==> src/rtl/c1541_sd_arb_pkg.sv <==
// Shared types for the c1541 SD arbiter: state encoding and per-drive slice widths.
// Also used by the IEC bus multiplexer, which reuses the round-robin picker.
package c1541_sd_arb_pkg;

    typedef enum logic [1:0] {
        ST_IDLE = 2'd0,
        ST_REQ  = 2'd1,
        ST_XFER = 2'd2,
        ST_DONE = 2'd3
    } arb_state_e;

    localparam int LBA_W  = 32;
    localparam int BYTE_W = 8;

endpackage

==> src/rtl/c1541_rr_pick.sv <==
// Combinational round-robin picker: first set req bit searching upward from last+1 with wrap.
// Zero latency; no backpressure, valid is low when nothing requests.
module c1541_rr_pick #(
    parameter int NDRV = 2,
    parameter int IW   = 2
) (
    input  logic [NDRV-1:0] req,
    input  logic [IW-1:0]   last,
    output logic [IW-1:0]   idx,
    output logic            valid
);

    logic [2**IW-1:0] req_pad;
    logic [IW-1:0]    cand;

    always_comb begin
        req_pad            = '0;
        req_pad[NDRV-1:0]  = req;
        cand               = '0;
        idx                = '0;
        valid              = 1'b0;
        // Offset NDRV revisits the last winner, so a lone requester is still served.
        for (int k = 1; k <= NDRV; k++) begin
            cand = IW'((int'(last) + k) % NDRV);
            if (!valid && req_pad[cand]) begin
                idx   = cand;
                valid = 1'b1;
            end
        end
    end

endmodule

==> src/rtl/c1541_sd_arb.sv <==
// Round-robin mux of up to four c1541_sd block interfaces onto one host SD port.
// Grant one cycle after request; the grant is held until the host ack ends (host paces the transfer).
module c1541_sd_arb
    import c1541_sd_arb_pkg::*;
#(
    parameter int NDRV = 2,
    parameter int IW   = 2
) (
    input  logic                    clk_sys,
    input  logic                    reset,
    input  logic [LBA_W*NDRV-1:0]   drv_sd_lba,
    input  logic [NDRV-1:0]         drv_sd_rd,
    input  logic [NDRV-1:0]         drv_sd_wr,
    output logic [NDRV-1:0]         drv_sd_ack,
    output logic [NDRV-1:0]         drv_sd_buff_wr,
    input  logic [BYTE_W*NDRV-1:0]  drv_sd_buff_din,
    output logic [LBA_W-1:0]        sd_lba,
    output logic                    sd_rd,
    output logic                    sd_wr,
    input  logic                    sd_ack,
    input  logic [8:0]              sd_buff_addr,
    input  logic                    sd_buff_wr,
    output logic [BYTE_W-1:0]       sd_buff_din,
    output logic [IW-1:0]           grant_idx,
    output logic                    busy
);

    localparam int NSLOT = 2**IW;

    arb_state_e         state_q, state_d;
    logic [IW-1:0]      grant_q, grant_d;
    logic [IW-1:0]      last_q, last_d;
    logic [LBA_W-1:0]   lba_q, lba_d;
    logic               rd_q, rd_d;
    logic               wr_q, wr_d;
    logic               busy_q, busy_d;
    logic [NDRV-1:0]    ack_q, ack_d;

    logic [NDRV-1:0]    req;
    logic [NSLOT-1:0]   rd_pad, wr_pad;
    logic [LBA_W-1:0]   lba_arr [NSLOT];
    logic [BYTE_W-1:0]  din_arr [NSLOT];
    logic [IW-1:0]      pick_idx;
    logic               pick_vld;
    logic               gnt_req;
    logic               addr_unused;

    // The buffer address reaches the drives outside this block.
    assign addr_unused = ^sd_buff_addr;

    assign req = drv_sd_rd | drv_sd_wr;

    // Unpack per-drive slices into arrays padded to the index range.
    always_comb begin
        rd_pad            = '0;
        wr_pad            = '0;
        rd_pad[NDRV-1:0]  = drv_sd_rd;
        wr_pad[NDRV-1:0]  = drv_sd_wr;
        for (int i = 0; i < NSLOT; i++) begin
            lba_arr[i] = '0;
            din_arr[i] = '0;
        end
        for (int i = 0; i < NDRV; i++) begin
            lba_arr[i] = drv_sd_lba[i*LBA_W +: LBA_W];
            din_arr[i] = drv_sd_buff_din[i*BYTE_W +: BYTE_W];
        end
    end

    assign gnt_req = rd_pad[grant_q] | wr_pad[grant_q];

    c1541_rr_pick #(
        .NDRV (NDRV),
        .IW   (IW)
    ) u_pick (
        .req   (req),
        .last  (last_q),
        .idx   (pick_idx),
        .valid (pick_vld)
    );

    always_comb begin
        state_d = state_q;
        grant_d = grant_q;
        last_d  = last_q;
        lba_d   = lba_q;
        rd_d    = rd_q;
        wr_d    = wr_q;
        busy_d  = busy_q;
        ack_d   = '0;
        case (state_q)
            ST_IDLE: begin
                if (pick_vld) begin
                    state_d = ST_REQ;
                    grant_d = pick_idx;
                    lba_d   = lba_arr[pick_idx];
                    rd_d    = rd_pad[pick_idx];
                    wr_d    = wr_pad[pick_idx];
                    busy_d  = 1'b1;
                end
            end
            ST_REQ: begin
                if (sd_ack) begin
                    // Host has taken the command; drop it so it is not re-issued.
                    state_d = ST_XFER;
                    rd_d    = 1'b0;
                    wr_d    = 1'b0;
                    for (int i = 0; i < NDRV; i++) begin
                        ack_d[i] = (grant_q == IW'(i));
                    end
                end else if (!gnt_req) begin
                    state_d = ST_IDLE;
                    rd_d    = 1'b0;
                    wr_d    = 1'b0;
                    busy_d  = 1'b0;
                    last_d  = grant_q;
                end
            end
            ST_XFER: begin
                for (int i = 0; i < NDRV; i++) begin
                    ack_d[i] = sd_ack && (grant_q == IW'(i));
                end
                if (!sd_ack) begin
                    state_d = ST_DONE;
                end
            end
            ST_DONE: begin
                state_d = ST_IDLE;
                last_d  = grant_q;
                busy_d  = 1'b0;
            end
            default: begin
                state_d = ST_IDLE;
            end
        endcase
    end

    always_ff @(posedge clk_sys or posedge reset) begin
        if (reset) begin
            state_q <= ST_IDLE;
            grant_q <= '0;
            last_q  <= '0;
            lba_q   <= '0;
            rd_q    <= 1'b0;
            wr_q    <= 1'b0;
            busy_q  <= 1'b0;
            ack_q   <= '0;
        end else begin
            state_q <= state_d;
            grant_q <= grant_d;
            last_q  <= last_d;
            lba_q   <= lba_d;
            rd_q    <= rd_d;
            wr_q    <= wr_d;
            busy_q  <= busy_d;
            ack_q   <= ack_d;
        end
    end

    // Buffer data path is live only during XFER; stray host strobes elsewhere are dropped.
    always_comb begin
        drv_sd_buff_wr = '0;
        sd_buff_din    = '0;
        if (state_q == ST_XFER) begin
            sd_buff_din = din_arr[grant_q];
            for (int i = 0; i < NDRV; i++) begin
                drv_sd_buff_wr[i] = sd_buff_wr && (grant_q == IW'(i));
            end
        end
    end

    assign sd_lba     = lba_q;
    assign sd_rd      = rd_q;
    assign sd_wr      = wr_q;
    assign drv_sd_ack = ack_q;
    assign grant_idx  = grant_q;
    assign busy       = busy_q;

endmodule

==> config.mk <==
export PLATFORM = sky130hd
export DESIGN_NAME = c1541_sd_arb
export DESIGN_NICKNAME = d
export VERILOG_FILES = /design/src/rtl/c1541_sd_arb_pkg.sv /design/src/rtl/c1541_rr_pick.sv /design/src/rtl/c1541_sd_arb.sv
export SDC_FILE = /design/constraint.sdc
export NUM_CORES = 1
export LEC_CHECK = 0
export BUFFER_PORTS_ARGS = -buffer_cell sky130_fd_sc_hd__buf_4
export CAP_MARGIN = 40
export CORE_MARGIN = 8
export CORE_UTILIZATION = 43
export CTS_CLUSTER_SIZE = 40
export DETAILED_ROUTE_END_ITERATION = 6
export PLACE_DENSITY = 0.79
export SETUP_SLACK_MARGIN = 0.1
export SLEW_MARGIN = 5
export SYNTH_ARGS = -nofsm -noshare
export SYNTH_HDL_FRONTEND = slang
export SYNTH_SLANG_ARGS = --single-unit
==> constraint.sdc <==
create_clock -name clk_sys -period 2.25 [get_ports clk_sys]
set_input_delay 0.3375 -clock clk_sys [delete_from_list [all_inputs] [get_ports clk_sys]]
set_output_delay 0.3375 -clock clk_sys [all_outputs]
set_load 0.05 [all_outputs]
# [Word-level counts from Yosys, hierarchy flattened]
# Cells that the tools add are included.
[word_totals] reg_bits=42 input_bits=97 out_inout_bits=49 word_cells=90
[classes] addsub=2 magnitude_cmp=6 n_eq_ne=9 mux=43 bitwise_logic=6 n_reduce_logical=16
[ops] op="binary-select mux 32 bit (select 2 bit)" count=1
[ops] op="two-way mux 32 bit" count=2
[ops] op="two-way mux 8 bit" count=3
[ops] op="binary-select mux 8 bit (select 2 bit)" count=1
[ops] op="two-way mux 1 bit" count=16
[ops] op="two-way mux 2 bit" count=8
[ops] op="binary-select mux 1 bit (select 2 bit)" count=6
[ops] op="less-than comparator 2 x 3 -> 1 bit, second input constant" count=4
[ops] op="AND reduction 3 bit" count=3
[ops] op="!= test 2 bit, second input constant" count=4
[ops] op="one-hot mux 2 bit (4 select lines)" count=1
[ops] op=">= comparator 3 bit, second input constant" count=2
[ops] op="NOT 2 -> 3 bit" count=2
[ops] op="one-hot mux 1 bit (2 select lines)" count=3
[ops] op="logical AND 1 bit" count=5
[ops] op="equality test 2 x 1 -> 1 bit, second input constant" count=2
[ops] op="equality test 2 bit, second input constant" count=2
[ops] op="logical NOT 2 bit" count=2
[ops] op="one-hot mux 2 bit (2 select lines)" count=1
[ops] op="AND reduction 4 bit" count=1
[ops] op="nonzero test 2 bit" count=2
[ops] op="!= test 3 bit, second input constant" count=1
[ops] op="one-hot mux 1 bit (3 select lines)" count=1
[ops] op="nonzero test 3 bit" count=1
[ops] op="other kinds (6)" count=8

# [Depth between registers and ports, before layout]
[depth] word_depth=12 mapped_depth=7 mapped_depth_nobuf=6

# [By module]
# A second synthesis with hierarchy kept.
[hier_totals] hier_cells=232 area_unflattened_um2=2304.7
[modules_own_cells] mod="c1541_sd_arb" instances=1 cells_each=228 area_each_um2=2279.7 seq_area_each_um2=1076.0
[modules_own_cells] mod="c1541_rr_pick" instances=1 cells_each=4 area_each_um2=25.0 seq_area_each_um2=0.0

# [Least setup slack after synthesis]
# OpenSTA, ideal clock, no wires.
[synth_timing] path_type="flip-flop to output port" start="register grant_q[0], in the netlist grant_idx[0]" end="output sd_buff_din[1]" arrival_ns=1.908 required_time_ns=1.913 path_slack_ns=0.004 path_stages_with_launch=5 n_path_buf=2 path_cell_list="dfrtp_1 buf_2 buf_2 mux2i_1 nor2b_1"
[synth_via] elab_chain_cells=5
[synth_rtl] element="from (decl)" line_no="c1541_sd_arb.sv:31" source="logic [IW-1:0] grant_q, grant_d;"
[synth_rtl] element="from (signal assigned)" line_no="c1541_sd_arb.sv:149" source="grant_q <= grant_d;"
[synth_rtl] element="NOT 2 -> 3 bit (implied by the code)" line_no="c1541_sd_arb.sv:164" source="sd_buff_din = din_arr[grant_q];"
[synth_rtl] element="binary-select mux 8 bit (select 2 bit)" line_no="c1541_sd_arb.sv:164"
[synth_rtl] element="two-way mux 8 bit (implied by the code) (2 in series)" line_no="c1541_sd_arb.sv:164"
[synth_rtl] element="two-way mux 8 bit" line_no="c1541_sd_arb.sv:163" source="if (state_q == ST_XFER) begin"
[synth_rtl] element="to (decl)" line_no="c1541_sd_arb.sv:23" source="output logic [BYTE_W-1:0] sd_buff_din,"
# Every way passes these cells. The select of a mux whose other input is x is not followed.

# [Final worst setup path]
[layout_timing] start="register state_q[0]" end="output drv_sd_buff_wr[0]"
[layout_via] elab_chain_cells=2
[layout_rtl] element="from (decl)" line_no="c1541_sd_arb.sv:30" source="arb_state_e state_q, state_d;"
[layout_rtl] element="from (signal assigned)" line_no="c1541_sd_arb.sv:148" source="state_q <= state_d;"
[layout_rtl] element="equality test 2 bit" line_no="c1541_sd_arb.sv:163"
[layout_rtl] element="two-way mux 2 bit" line_no="c1541_sd_arb.sv:163"
[layout_rtl] element="to (decl)" line_no="c1541_sd_arb.sv:15" source="output logic [NDRV-1:0] drv_sd_buff_wr,"
# Every way passes these cells.

==> impl_metrics.yaml <==
status:
  status: "complete, but fails checks"
  violations: "hold timing"
detailed_routing:
  drt.antenna.violating_nets: 0
  drc: 0
  dr.pass1.iters: 4
  wl_um: 6330
  drt-vias-per-instance: 4.87
  dr_total_vias: 2085
  drt_iter0_drc: 41
  wl_per_cell_um: 14.8
logic_synthesis:
  yosysTopAreaCell: "dfrtp_1"
  synth.avg_cell_area_um2: 10.5
  yosysWarnings: 0
  synth_seq_cells: 41
  synth_top_family_by_area: "multiplexers"
  synthTopCellsByArea: "dfrtp_1 44%, mux2i_1 18%, o21ai_2 10%"
  synth_top_area_share: 0.439
  synth_area_um2: 2340
  synth_edf_count: 0
  synth_async_sr_flop_share: 1.00
  muxShareOfSynthArea: 0.180
  synth_compound_area_frac: 0.173
  yosysUniqueCellTypes: 33
  yosys-top-cells-count: "41 x dfrtp_1, 41 x mux2i_1, 38 x nand2_1, 27 x o21ai_2, 14 x o21ai_0"
  synth-simple-area-share: 0.118
  synth-xor-area-share: 0
  synth-adder-area-share: 0.0268
  synth_nets: 324
  ys_seq_area_frac: 0.439
  syn-instance-count: 222
  synth_ff_type: "dfrtp_1"
timing:
  post-route-min-period_ns: 1.95
  rsz0062_at_grt: "no"
  final.setup.tns_ns: 0
  max_freq_mhz: 512
  setup_viol: 0
  period_share: 0.868
  hold_ws_ns: -0.0000928
  finalHoldViolations: 1
  finalClockSkew_ns: 0.00154
  drv_slew: 0
  tightest_slew_ns: 0.743
  relSlewSlack: 0.503
global_routing:
  grtUsageTotal: 0.157
  antenna_found_initial: 0
  grt_max_degree: 37
  grt_pass1_vias: 2226
  grt_overflow: 0
  grt_pass1_wl_um: 10700
clock_network:
  clock_sinks: 41
  cts_setup_buffers: 0
  cts_buffers: 5
  path_clk_slew_ns: 0.08
  clock_latency_ns: 0.28
  clockBufferDepth: 2
  tritoncts: "built"
  root_buffer: "clkbuf_8"
  ctsHtreeMaxLevel: 2
pwr:
  p_leak_nw: 1.80
  intPower_mw: 2.63
  p_per_area_nw_per_um2: 1520
  switching_power_mw: 2.72
  seqPwrFrac: 0.242
  clkPwrFrac: 0.114
  irDropWorstVdd_uv: 808
  p_comb_frac: 0.645
  swShare: 0.509
critical_path:
  critical_path_class: "register to primary output"
  critPathMaxFanout: 12
  r2r_slack_ns: 0.43
  crit_arrival_ns: 1.62
  required_ns: 1.91
  cp_slowest_cell: "dfrtp_1"
  path_cells: "inv_1 > ha_2 > nand2_1 > nor2_1 > buf_4"
  end_kind: "primary output"
  critical-path-max-stage-delay_ns: 0.42
  startpoint_type: "register"
placement:
  placed_cells: 420
  dpl_cell_area_um2: 3400
  place_congestion: 0.758
  io_buffers: 135
  dp.final_hpwl_um: 5140
run:
  maxCapViolations: 0
floorplan:
  rows: 27
  die_width_um: 89.7
  core_area_um2: 5370
  initial_core_util: 0.435
  dieArea_um2: 8050
  ios: 146
  fp.dieH_um: 89.7
layout:
  layout.nets: 457
  layoutNonFillerInstCount: 428
  fin_area_um2: 3520
  drive_gt1_frac: 0.520
  fin_util: 0.656
  syn_to_final_growth_pct: 50.7
  num_antenna_cells: 0
  nFillCells: 458
min_path:
  hold_class: "input port to asynchronous set/reset pin"
==> worst paths after layout <==
check	to	cells past startpoint	startpoint
worst max-delay path	drv_sd_buff_wr[0]	5	state_q[0]
worst min-delay path	sd_lba[6]	2	reset
worst max register to register	state_q[0]	6	register
worst min register to register	sd_lba[18]	2	sd_lba[18]
max in group asynchronous	sd_lba[18]	3	reset
min in group clk_sys	sd_lba[3]	3	drv_sd_lba[35]
==> power groups by stage <==
stage	registers, mW	clock network, mW	logic, mW
CTS	1.30	0.627	3.50
detailed placement	1.31	0	3.49
global placement	1.30	0	3.45
floorplan	2.42	0	1.50
finish	1.29	0.608	3.45
global route	1.34	0.653	3.69
==> timing repair <==
action | CTS | global route
hold buffers | 0 | 0
setup endpoints to repair | 0 | 2
gates resized for setup | 0 | 1
==> layout make-up <==
| type | instances | area [um^2] | area share |
|---|---|---|---|
| timing repair buffer | 140 | 1080 | 0.306 |
| clock buffer | 7 | 86.3 | 0.0245 |
| multi-input combinational | 162 | 1190 | 0.339 |
| inverter | 5 | 18.8 | 0.00533 |
| clock inverter | 1 | 30.0 | 0.00853 |
| tap | 72 | 90.1 | 0.0256 |
| sequential | 41 | 1030 | 0.291 |
==> worst max-delay path: cells and delay by family (launching register included) <==
family / cells / cell delay (ns)
DFF: 1 / 0.42
buffers and inverters: 2 / 0.36
adders and majority gates: 1 / 0.32
and+or+nand+nor: 2 / 0.22
==> registers in the layout, indices dropped and copies added, names as in the netlist, named ones only <==
register    count
sd_lba         32
drv_sd_ack      2
busy            1
grant_idx       1
last_q          1
sd_rd           1
sd_wr           1
state_q         1
==> logic make-up after synthesis <==
family	Yosys count
and+or+nand+nor	60
other	1
buffers and inverters	19
AOI/OAI and AO/OA	54
muxes	42
adders and majority gates	5
DFF	41
==> per-stage QoR <==
stage                     power [mW]  setup WS [ns]
after detailed placement        4.81          0.434
after floorplan                 3.92          0.244
after global placement          4.74          0.454
final                           5.35          0.297
after global routing            5.69          0.177
after CTS                       5.42          0.182
==> metal layers <==
metal  global-route usage  vias up  wire (um)
met1                0.179      973       2550
met4               0.0423        0         48
met2                0.275       64       3300
met3               0.0474        5        438
met5                    0        -          0
li1                     -     1043          -
==> layout by cell type, fill, tap and decap left out, types with 3 or more instances in the layout <==
master	n
a21oi_1	3
nor2b_2	5
o21ai_2	26
nand2_1	38
buf_4	138
nor2_1	4
dfrtp_1	41
mux2i_1	41
o21ai_0	14
nor2b_1	4
inv_1	4
ha_1	4
clkbuf_8	6
Power figures use the tool's default switching activity.
